**src/rtl/core_input_loader.sv**
```systemverilog
`timescale 1ns/1ps
// core_input_loader
// Upstream feeder for the core input controller. Collects ROWS activation
// words and then ROWS weight words from a single-word valid/ready stream,
// then presents both vectors together on registered flat buses with a
// one-cycle write strobe. A credit counter tracks how many vectors sit in
// the downstream skew buffers, so the loader never overfills them.
//
// State table:
//   LOAD_A | accepting activation words into a_shadow, row 0 first
//   LOAD_W | accepting weight words into w_shadow, row 0 first
//   ISSUE  | pair complete; waiting for buffer space, then pulses write
//
// Ports:
//   clk, rstn        clock, async active-low reset
//   s_valid/s_ready  stream handshake; s_data is the stream word
//   clear            synchronous abort of a partially assembled pair
//   read             downstream consumed one vector
//   write            one-cycle strobe; a_vec/w_vec are valid this cycle
//   a_vec, w_vec     row r at bits [r*INWIDTH +: INWIDTH]
//   occupancy        vectors written but not yet read
//   underflow_err    sticky; read seen while occupancy was 0
module core_input_loader #(
    parameter int ROWS    = 8,
    parameter int INWIDTH = 8,
    parameter int DEPTH   = 16,
    localparam int OW     = $clog2(DEPTH + 1),
    localparam int IW     = (ROWS > 1) ? $clog2(ROWS) : 1
) (
    input  logic                    clk,
    input  logic                    rstn,
    input  logic                    s_valid,
    output logic                    s_ready,
    input  logic [INWIDTH-1:0]      s_data,
    input  logic                    clear,
    input  logic                    read,
    output logic                    write,
    output logic [ROWS*INWIDTH-1:0] a_vec,
    output logic [ROWS*INWIDTH-1:0] w_vec,
    output logic [OW-1:0]           occupancy,
    output logic                    underflow_err
);

    typedef enum logic [1:0] {
        LOAD_A = 2'd0,
        LOAD_W = 2'd1,
        ISSUE  = 2'd2
    } state_t;

    state_t               state_q, state_d;
    logic [IW-1:0]        idx_q, idx_d;
    logic                 load_a, load_w, issue;
    logic                 accept, last_word;
    logic [INWIDTH-1:0]   a_shadow [ROWS];
    logic [INWIDTH-1:0]   w_shadow [ROWS];
    logic [ROWS*INWIDTH-1:0] a_pack, w_pack;

    // Ready comes purely from the registered state, so there is no
    // combinational path from s_valid back to s_ready.
    assign s_ready   = (state_q != ISSUE);
    assign accept    = s_valid && s_ready && !clear;
    assign last_word = (idx_q == IW'(ROWS - 1));

    always_comb begin
        state_d = state_q;
        idx_d   = idx_q;
        load_a  = 1'b0;
        load_w  = 1'b0;
        issue   = 1'b0;
        if (clear) begin
            // Abort wins over everything, including a pending issue.
            state_d = LOAD_A;
            idx_d   = '0;
        end else begin
            case (state_q)
                LOAD_A: begin
                    if (accept) begin
                        load_a = 1'b1;
                        if (last_word) begin
                            idx_d   = '0;
                            state_d = LOAD_W;
                        end else begin
                            idx_d = idx_q + IW'(1);
                        end
                    end
                end
                LOAD_W: begin
                    if (accept) begin
                        load_w = 1'b1;
                        if (last_word) begin
                            idx_d   = '0;
                            state_d = ISSUE;
                        end else begin
                            idx_d = idx_q + IW'(1);
                        end
                    end
                end
                ISSUE: begin
                    // Space check uses the registered count; a read in this
                    // same cycle only frees space from the next cycle on.
                    if (occupancy < OW'(DEPTH)) begin
                        issue   = 1'b1;
                        state_d = LOAD_A;
                    end
                end
                default: begin
                    state_d = LOAD_A;
                    idx_d   = '0;
                end
            endcase
        end
    end

    always_ff @(posedge clk or negedge rstn) begin
        if (!rstn) begin
            state_q <= LOAD_A;
            idx_q   <= '0;
        end else begin
            state_q <= state_d;
            idx_q   <= idx_d;
        end
    end

    always_ff @(posedge clk or negedge rstn) begin
        if (!rstn) begin
            for (int r = 0; r < ROWS; r++) begin
                a_shadow[r] <= '0;
                w_shadow[r] <= '0;
            end
        end else begin
            if (load_a) a_shadow[idx_q] <= s_data;
            if (load_w) w_shadow[idx_q] <= s_data;
        end
    end

    always_comb begin
        a_pack = '0;
        w_pack = '0;
        for (int r = 0; r < ROWS; r++) begin
            a_pack[r*INWIDTH +: INWIDTH] = a_shadow[r];
            w_pack[r*INWIDTH +: INWIDTH] = w_shadow[r];
        end
    end

    // Output registers are separate from the shadows, so the next pair
    // starts loading in the same cycle write is high.
    always_ff @(posedge clk or negedge rstn) begin
        if (!rstn) begin
            write <= 1'b0;
            a_vec <= '0;
            w_vec <= '0;
        end else begin
            write <= issue;
            if (issue) begin
                a_vec <= a_pack;
                w_vec <= w_pack;
            end
        end
    end

    // Credit counter follows the write strobe itself. A read that meets a
    // write in the same cycle cancels out, even at zero.
    always_ff @(posedge clk or negedge rstn) begin
        if (!rstn) begin
            occupancy     <= '0;
            underflow_err <= 1'b0;
        end else begin
            case ({write, read})
                2'b10: begin
                    if (occupancy != OW'(DEPTH)) occupancy <= occupancy + OW'(1);
                end
                2'b01: begin
                    if (occupancy != '0) occupancy <= occupancy - OW'(1);
                    else                 underflow_err <= 1'b1;
                end
                default: ;
            endcase
        end
    end

endmodule

```
**config.mk**
```make
export PLATFORM = sky130hd
export DESIGN_NAME = core_input_loader
export DESIGN_NICKNAME = d
export VERILOG_FILES = /design/src/rtl/core_input_loader.sv
export SDC_FILE = /design/constraint.sdc
export NUM_CORES = 1
export LEC_CHECK = 0
export ABC_AREA = 1
export ABC_CLOCK_PERIOD_IN_PS = 1400
export BUFFER_PORTS_ARGS = -buffer_cell sky130_fd_sc_hd__buf_2
export CAP_MARGIN = 20
export CORE_MARGIN = 5
export CORE_UTILIZATION = 51
export CTS_BUF_LIST = sky130_fd_sc_hd__clkbuf_16
export DETAILED_ROUTE_END_ITERATION = 8
export PLACE_DENSITY_LB_ADDON = 0.3
export SETUP_SLACK_MARGIN = 0.2
export SYNTH_ARGS = -nofsm -noshare
export SYNTH_HDL_FRONTEND = slang
export SYNTH_SLANG_ARGS = --single-unit
export TNS_END_PERCENT = 10
```
**constraint.sdc**
```tcl
create_clock -name clk -period 1.4 [get_ports clk]
set_clock_uncertainty 0.05 [all_clocks]
set_input_delay 0.21 -clock clk [delete_from_list [all_inputs] [get_ports clk]]
set_output_delay 0.21 -clock clk [all_outputs]
set_load 0.05 [all_outputs]
```
==> flow_summary.toml <==
[run]
maxCapViolCount = 0

[routing]
viasPerCell = 5.16
drt_iter0_drc = 491
vias = 8263
drt_wl_total_um = 28300
detail_route.first_pass.iterations = 5
drc = 0
antenna_left = 0
routedWlPerCell_um = 17.7

[cells_and_area]
post-route-util_pct = 71.0
drive_gt1_share_pct = 30.0
final_cell_count_no_fill = 1601
syn_to_final_growth_pct = 36.2
nets = 1325
antennaDiodeCount = 0

[global_routing]
grt-ovfl-total = 0
grt_pass1_wl_um = 44700
grt_max_degree = 49
grt_usage_pct = 23.2
antenna_found_initial = 0
grt_pass1_vias = 8386

[critical_path]
critPathBufInv = 4
slowest_delay_ns = 0.39
r2r_setup_slack_ns = -0.27
worstReg2RegStart = "state_q[1]$_DFFE_PN0P_"
crit_path_end_kind = "output pin"
cp_cell_sequence = "inv_2, nor2_4, buf_6, inv_4, buf_8"
r2r-end = "w_vec[21]$_DFFE_PN0P_"
cp.required_ns = 1.14
worst_path_max_delay_cell = "dfrtp_1"
critPathLaunchType = "flop"
cp-startpoint = "state_q[1]$_DFFE_PN0P_"
r2r_cells = 10
critPathKind = "reg2out"
crit_fanout = 2
cp.arrival_ns = 1.41
critPathTopFamily = "flip-flops"

[placed_design]
port_buffers = 148
hpwlAfterDp_um = 16600
place.gp.congestion = 0.809
dp_cells = 1511
place_ws_ns = -0.151

[hold_path]
whs_endpoint = "w_pack[21]$_DFFE_PN0P_"
hold_start = "s_data[5]"
holdPathStages = 3
min_path_type = "in2reg"

[floorplan]
dieWidth_um = 154
coreArea_um2 = 20300
die_h_um = 154
floorplan.initialDensity_pct = 52.1
pin_count = 149
rows = 52
die_area_um2 = 23700

[power_and_ir_drop]
p_per_area_nw_per_um2 = 2180
peakVddDrop_v = 0.00129
p_leak_uw = 0.00750
p_total_uw = 31500

[yosys]
syn_inst = 1095
synth_area_leaders = "dfrtp_1, nand2_1, o21ai_0, inv_1, o21ai_1"
syn_area_um2 = 10600
ys_seq_elements = 268
synth.yosys.warnings = 0
synth.top_cell.area_share_pct = 63.4
yosysUniqueCellTypes = 27
ys_seq_area_share_pct = 63.4
synth.net_count = 1111
netlist.top_cell.by_area = "dfrtp_1"
syn_avg_cell_area_um2 = 9.66

[timing]
finalCritPeriodShare_pct = 119
rsz0062_at_grt = "true"
fin_ws_ns = -0.273
final-max-slew-violation-count = 0
maxSlewHeadroom_pct = 65.3
timing.fmax_mhz = 598
setup_viol = 269
hold_viol = 0
worst_slew_pin_slew_ns = 0.520
tns_ns = -47.93
min_period_ns = 1.67

[status]
outcome = "complete, but fails checks"
violations = "negative setup slack"

[clocking]
cts.sink_count = 268
insertion_delay_ns = 0.53
clk_pin_slew_ns = 0.06
cts_max_level = 1
clockRootBuffer = "clkbuf_16"
clockBufferDepth = 3
cts_tree = "done"
cts_buffers = 28
## logic make-up after synthesis
kind of cell | Yosys count | synth area share, %
and+or+nand+nor | 460 | 18.2
DFF | 268 | 63.4
AOI/OAI and AO/OA | 205 | 10.6
buffers and inverters | 156 | 7.20
xor gates and xnor gates | 3 | 0.248
adders and majority gates | 3 | 0.355
## layer usage
| layer | track usage, % | vias to the layer above | wire length [um] |
|---|---|---|---|
| met1 | 31.4 | 4084 | 11600 |
| met3 | 3.54 | 52 | 1690 |
| met2 | 39.2 | 252 | 14400 |
| li1 | - | 3875 | - |
| met5 | 0 | - | 0 |
| met4 | 6.73 | 0 | 651 |
## layout make-up
type,instances,area [um^2]
clock inverters,23,219
multi-input cells,679,3430
well taps,270,338
repair inverters,1,30.0
repair buffers,227,2540
flip-flops and latches,268,6720
clock buffers,29,726
inverters,104,410
fillers,1432,5890
## layout by cell type, fill, tap and decap left out, drive strengths merged, types with 3 or more instances in the layout
| cell type | count |
|---|---|
| nand2 | 418 |
| nor2 | 26 |
| ha | 3 |
| inv | 110 |
| buf | 221 |
| bufinv | 4 |
| clkinv | 14 |
| nor3 | 8 |
| nand3 | 14 |
| o21ai | 202 |
| clkbuf | 34 |
| dfrtp | 268 |
## tightest hold or removal path, cell delays in order
cell and delay [ns]:
buf_2 0.21, nand2_1 0.10, o21ai_1 0.05
## flip-flops by register name, indices dropped and copies added, names as in the netlist
signal         flops
a_pack            64
a_vec             64
w_pack            64
w_vec             64
occupancy          5
idx_q              3
state_q            2
underflow_err      1
write              1
## synth_stat cells
| library cell | count |
|---|---|
| nor2_8 | 8 |
| buf_6 | 16 |
| nand4_1 | 2 |
| inv_1 | 100 |
| o21ai_1 | 62 |
| o21ai_2 | 24 |
| ha_1 | 3 |
| nand3_1 | 14 |
| nand2_8 | 1 |
| buf_8 | 1 |
| buf_4 | 3 |
| o22ai_1 | 1 |
| a21boi_0 | 1 |
| nand2_1 | 415 |
| dfrtp_1 | 268 |
| xor2_1 | 2 |
| xnor2_1 | 1 |
| nor2_4 | 1 |
| inv_2 | 4 |
| nand2_2 | 2 |
| o21ai_0 | 116 |
| nor2_2 | 3 |
| nor2_1 | 6 |
| buf_2 | 27 |
| clkbuf_1 | 5 |
| nor3_1 | 8 |
| o21bai_1 | 1 |
## through the flow
stage	hold WS [ns]	cell area [um^2]
after floorplan	-0.136	10600
after global placement	0.112	11900
after detailed placement	0.111	11900
after CTS	0.0198	13900
after global routing	0.0256	14400
final	0.0295	14400
## timing repair
action,CTS,global route
hold endpoints to repair,268,0
gates resized for setup,273,111
buffers inserted,18,2
hold buffers,1,0
cloned,12,5
endpoints found under the setup margin,403,403
pin swaps,31,17
## where the power goes
group	switching, uW	internal (uW)	total [uW]
Clock	3050	4490	7540
Combinational	7880	4080	12000
Sequential	1660	10300	11900
## worst max path at each step
stage | end | depth (start not counted)
2_1_floorplan | occupancy[4]$_DFFE_PN0P_ | 13
3_3_place_gp | w_pack[35]$_DFFE_PN0P_ | 5
3_5_place_dp | w_pack[34]$_DFFE_PN0P_ | 5
4_1_cts | s_ready | 4
5_1_grt | w_vec[7]$_DFFE_PN0P_ | 10
6_report | s_ready | 5
Note: power is estimated with default switching activity, not from simulation.
